## src/rtl/snow64_instr_fetch_pkg.sv

```systemverilog
// Shared types for the instruction-fetch stage: CPU address/instruction
// widths, the fetch FSM state, and the partial port bundles on the cache
// side and the decode side.
package PkgSnow64InstrFetch;

  // CPU-wide widths; addresses are instruction indices, not byte addresses.
  localparam int WIDTH__ADDR  = 64;
  localparam int WIDTH__INSTR = 32;

  typedef enum logic [2:0] {
    StIdle,
    StReq,
    StWait,
    StHold,
    StDrain
  } State;

  // Redirect strobe coming from branch/jump resolution.
  typedef struct packed {
    logic                   valid;
    logic [WIDTH__ADDR-1:0] addr;
  } PartialPortInRedirect;

  // Instruction-cache response.
  typedef struct packed {
    logic                    valid;
    logic [WIDTH__INSTR-1:0] instr;
  } PartialPortInIcache;

  // Instruction-cache read request.
  typedef struct packed {
    logic                   req;
    logic [WIDTH__ADDR-1:0] addr;
  } PartialPortOutIcache;

  // Decode-side acceptance.
  typedef struct packed {
    logic ready;
  } PartialPortInDecode;

  // Instruction offered to decode.
  typedef struct packed {
    logic                    valid;
    logic [WIDTH__INSTR-1:0] instr;
    logic [WIDTH__ADDR-1:0]  pc;
  } PartialPortOutDecode;

endpackage

```

## src/rtl/snow64_instr_fetch.sv

```systemverilog
// Instruction fetch: issues one instruction-cache read at a time, parks the
// returned word for decode, and follows branch/jump redirects.
//
// Handshake: decode sees an instruction while out_valid is high; out_instr and
// out_pc stay stable until a cycle where in_ready is high (transfer) or a
// redirect arrives. The cache sees a single-cycle out_icache_req pulse and
// answers later with a single-cycle in_icache_valid; only one request is ever
// outstanding. A request whose target was redirected away is drained (its
// response swallowed) before the next request is issued.
module snow64_instr_fetch
  import PkgSnow64InstrFetch::*;
#(
  parameter logic [WIDTH__ADDR-1:0] RESET_PC = '0
) (
  input  logic                    clk,
  input  logic                    rst,
  input  logic                    in_redirect_valid,
  input  logic [WIDTH__ADDR-1:0]  in_redirect_addr,
  output logic                    out_icache_req,
  output logic [WIDTH__ADDR-1:0]  out_icache_addr,
  input  logic                    in_icache_valid,
  input  logic [WIDTH__INSTR-1:0] in_icache_instr,
  output logic                    out_valid,
  output logic [WIDTH__INSTR-1:0] out_instr,
  output logic [WIDTH__ADDR-1:0]  out_pc,
  input  logic                    in_ready
);

  localparam logic [WIDTH__ADDR-1:0] PcStep = WIDTH__ADDR'(1);

  State                 state;
  logic [WIDTH__ADDR-1:0] pc;
  logic                 req_q;
  PartialPortOutDecode  decode_q;
  PartialPortInRedirect redirect;
  PartialPortInIcache   icache_in;
  PartialPortInDecode   decode_in;
  PartialPortOutIcache  icache_out;

  assign redirect   = '{valid: in_redirect_valid, addr: in_redirect_addr};
  assign icache_in  = '{valid: in_icache_valid, instr: in_icache_instr};
  assign decode_in  = '{ready: in_ready};
  // The request address is the live pc register; pc only moves in StReq on
  // a redirect, and that request is then drained.
  assign icache_out = '{req: req_q, addr: pc};

  assign out_icache_req  = icache_out.req;
  assign out_icache_addr = icache_out.addr;
  assign out_valid       = decode_q.valid;
  assign out_instr       = decode_q.instr;
  assign out_pc          = decode_q.pc;

  // Fetch FSM: state, pc and all registered outputs.
  always_ff @(posedge clk) begin
    if (rst) begin
      state    <= StIdle;
      pc       <= RESET_PC;
      req_q    <= 1'b0;
      decode_q <= '0;
    end else begin
      req_q <= 1'b0;
      if (redirect.valid) begin
        pc <= redirect.addr;
      end
      case (state)
        StIdle: begin
          state <= StReq;
          req_q <= 1'b1;
        end
        StReq: begin
          // The request just issued is in flight; a redirect must drain it.
          state <= redirect.valid ? StDrain : StWait;
        end
        StWait: begin
          if (redirect.valid) begin
            state <= StDrain;
          end else if (icache_in.valid) begin
            decode_q.valid <= 1'b1;
            decode_q.instr <= icache_in.instr;
            decode_q.pc    <= pc;
            pc             <= pc + PcStep;
            state          <= StHold;
          end
        end
        StHold: begin
          // A redirect retires the offer whether or not decode took it.
          if (redirect.valid || decode_in.ready) begin
            decode_q.valid <= 1'b0;
            state          <= StReq;
            req_q          <= 1'b1;
          end
        end
        StDrain: begin
          if (icache_in.valid) begin
            state <= StReq;
            req_q <= 1'b1;
          end
        end
        default: begin
          state <= StIdle;
        end
      endcase
    end
  end

endmodule

```

## config.mk

```make
export PLATFORM = sky130hd
export DESIGN_NAME = snow64_instr_fetch
export DESIGN_NICKNAME = d
export VERILOG_FILES = /design/src/rtl/snow64_instr_fetch_pkg.sv /design/src/rtl/snow64_instr_fetch.sv
export SDC_FILE = /design/constraint.sdc
export NUM_CORES = 1
export LEC_CHECK = 0
export BUFFER_PORTS_ARGS = -buffer_cell sky130_fd_sc_hd__buf_2
export CORE_MARGIN = 2
export CORE_UTILIZATION = 54
export DETAILED_ROUTE_END_ITERATION = 8
export GPL_ROUTABILITY_DRIVEN = 0
export PLACE_DENSITY = 0.83
export SLEW_MARGIN = 20
export SYNTH_ARGS = -nofsm -noshare
export SYNTH_HDL_FRONTEND = slang
export SYNTH_SLANG_ARGS = --single-unit
export TNS_END_PERCENT = 20
```

## constraint.sdc

```tcl
create_clock -name clk -period 6.8 [get_ports clk]
set_clock_uncertainty 0.15 [all_clocks]
set_input_delay 1.02 -clock clk [delete_from_list [all_inputs] [get_ports clk]]
set_output_delay 1.02 -clock clk [all_outputs]
set_load 0.05 [all_outputs]
```

==> results.py <==
metrics = {
    "layout": {
        "multi_input_area_um2": 3719,
        "design_area_um2": 9196,
        "utilization": 0.6944,
        "register_area_um2": 3303,
        "drive_gt1_frac": 0.2637,
        "layout_commonest_cell": "buf_2",
        "final_cell_mix": "buf_2, nand2_1, dfxtp_1",
        "nets": 1258,
        "syn_to_final_growth_pct": 25.88,
        "antenna_cells": 0,
        "nFillCells": 1164,
        "instances_no_fill": 1344,
    },
    "logic_synthesis": {
        "ys_warn_count": 0,
        "synth.cell_area_um2": 7306,
        "yosysSeqAreaShare": 0.4521,
        "ys_types": 58,
        "yosysTopAreaCell": "dfxtp_1",
        "synth-seq-cells": 165,
        "syn_area_per_cell_um2": 7.780,
        "synth_area_leaders": "dfxtp_1, nand2_1, a21oi_1, xnor2_1, nor2_1",
        "synth_edf_count": 0,
        "synthCells": 939,
        "synth.top_cell.area_share": 0.4521,
        "synth_top_flop_cell": "dfxtp_1",
        "synth_nets": 1041,
        "synthArstFlopShare": 0,
    },
    "sta": {
        "finalHoldViolCount": 0,
        "period_minus_slack_ns": 3.957,
        "finalMaxSlewViolations": 0,
        "rsz0062_at_grt": "false",
        "max_freq_mhz": 252.7,
        "finalCritPeriodShare": 0.5819,
        "slew_headroom": 0.2772,
        "tns_ns": 0,
        "tightest_slew_ns": 1.082,
        "fin_hold_ws_ns": 0.3001,
        "setup_violations": 0,
        "worst_slack_ns": 2.843,
    },
    "floorplan": {
        "start_util": 0.5517,
        "io_pins": 263,
        "rows": 42,
        "dieHeight_um": 120.3,
        "die_x_um": 120.3,
        "core_area_um2": 13240,
        "die_area_um2": 14480,
    },
    "global_route": {
        "busiest_layer": "met2",
        "grt-ovfl-total": 0,
        "grt_pass1_vias": 6716,
        "grt_use_met3": 0.08632,
        "grtUsageMet2": 0.4975,
        "antenna_found_initial": 3,
        "grt_max_degree": 101,
        "use_met1": 0.3762,
        "grt_first_pass_wirelength_mm": 34.52,
        "grtUsageTotal": 0.2970,
    },
    "pwr": {
        "pwr-share-seq": 0.464,
        "p_per_area_nw_per_um2": 245.1,
        "finalPower_mw": 2.254,
        "comb_power_share": 0.118,
        "ir_worst_vdd_uv": 251.7,
        "internal-power_mw": 1.634,
        "p_leak_nw": 3.776,
        "power.switching_mw": 0.6200,
        "switching_share": 0.2750,
        "power.share.clock": 0.417,
    },
    "drt": {
        "routed_wl_mm": 22.32,
        "drt_iter0_markers": 600,
        "viasPerCell": 5.651,
        "drc": 0,
        "drt_pass1_iterations": 4,
        "vias": 7595,
        "antenna_left": 0,
        "wire_per_inst_um": 16.61,
    },
    "critical_path": {
        "crit_arrival_ns": 4.12,
        "reg2reg_from": "state[0]$_SDFFE_PP0P_",
        "crit_start": "in_icache_valid",
        "worstPathRequired_ns": 6.96,
        "start_kind": "primary input",
        "crit_fanout": 59,
        "path_class": "primary input to flip-flop",
        "r2r_cells": 5,
        "reg2reg_setup_slack_ns": 3.03,
        "end_kind": "flip-flop",
        "r2r-end": "out_icache_addr[41]$_SDFF_PP0_",
    },
    "cts": {
        "post_cts_buffers": 0,
        "cts-root-buf": "clkbuf_16",
        "clk_path_buf_depth": 2,
        "cts_sinks": 165,
        "clk_pin_slew_worst_paths_ns": 0.06,
        "cts_hold_buf": 0,
        "numCtsBuffers": 17,
        "cts_max_level": 4,
        "cts_resized": 0,
        "tritoncts": "done",
        "clock_latency_ns": 0.43,
    },
    "placement": {
        "dp_hpwl_mm": 15.02,
        "dpl_cell_area_um2": 8627,
        "pre_cts_ws_ns": 2.457,
        "dp_cells": 1313,
        "port_buffers": 262,
    },
    "job": {
        "cap_violations": 0,
    },
    "worst_hold_path": {
        "worstHoldStart": "out_pc[2]$_SDFFE_PP0P_",
        "whs_path_depth": 2,
        "min_to": "out_pc[2]$_SDFFE_PP0P_",
        "hp-class": "flip-flop to flip-flop",
    },
    "outcome": {
        "status": "completed",
    },
}
-- cell type report --
cell class,instances,share of cell area
Clock inverter,8,0.01102
Multi-Input combinational cell,696,0.4044
Tap cell,176,0.02395
Sequential cell,165,0.3592
Clock buffer,23,0.05088
Timing Repair Buffer,267,0.1469
Inverter,9,0.003673
-- worst max-delay path, stage by stage --
cell	delay (ns)
buf_2	0.13
nand4bb_1	0.70
nor2_4	1.12
buf_4	0.65
nand2_1	0.15
o221a_2	0.31
-- routing by layer --
metal / wire length (µm) / part of all wire
met3: 1856 / 0.083
met4: 318 / 0.014
met1: 9347 / 0.42
met2: 10760 / 0.48
met5: 42 / 0.0019
-- registers in the layout (all words and copies together), names as in the netlist --
| signal | cells |
|---|---|
| out_icache_addr | 64 |
| out_icache_req | 1 |
| out_instr | 32 |
| out_pc | 64 |
| out_valid | 1 |
| state | 3 |
-- worst max-delay path by stage --
stage | cells past startpoint | to
2_1_floorplan | 7 | out_icache_addr[47]$_SDFF_PP0_
3_3_place_gp | 6 | out_icache_addr[41]$_SDFF_PP0_
3_5_place_dp | 6 | out_icache_addr[41]$_SDFF_PP0_
4_1_cts | 6 | out_icache_addr[41]$_SDFF_PP0_
5_1_grt | 6 | out_icache_addr[41]$_SDFF_PP0_
6_report | 6 | out_icache_addr[41]$_SDFF_PP0_
-- synthesized netlist by cell type (all sizes together) (4+ instances only) --
| cell | instances |
|---|---|
| o21a | 5 |
| nand3 | 23 |
| or4 | 4 |
| nand2 | 235 |
| nor3 | 21 |
| or3 | 8 |
| a21oi | 129 |
| and4 | 11 |
| xnor2 | 28 |
| and2 | 5 |
| mux2i | 9 |
| buf | 12 |
| dfxtp | 165 |
| o22ai | 4 |
| nand4 | 32 |
| xor2 | 19 |
| nor4 | 20 |
| a211oi | 15 |
| clkbuf | 57 |
| o21ai | 20 |
| a311oi | 4 |
| a31oi | 6 |
| nor2 | 60 |
| inv | 8 |
| and3 | 11 |
-- power by group through the flow --
stage	clock network (mW)	logic [mW]	registers, mW
after floorplan	0	0.0935	1.15
after global placement	0	0.262	1.07
after detailed placement	0	0.264	1.07
after CTS	0.947	0.266	1.05
after global routing	0.988	0.283	1.05
final	0.941	0.267	1.05
-- logic make-up after synthesis --
kind of cell | share of synthesized area
buffers and inverters | 0.04299
adder cells (fa/ha/maj) | 0.001712
flip-flops | 0.4521
XOR/XNOR | 0.05635
AO/OA/AOI/OAI | 0.1521
AND/OR/NAND/NOR | 0.2824
multiplexers | 0.01233
(Power assumes the default switching activity.)
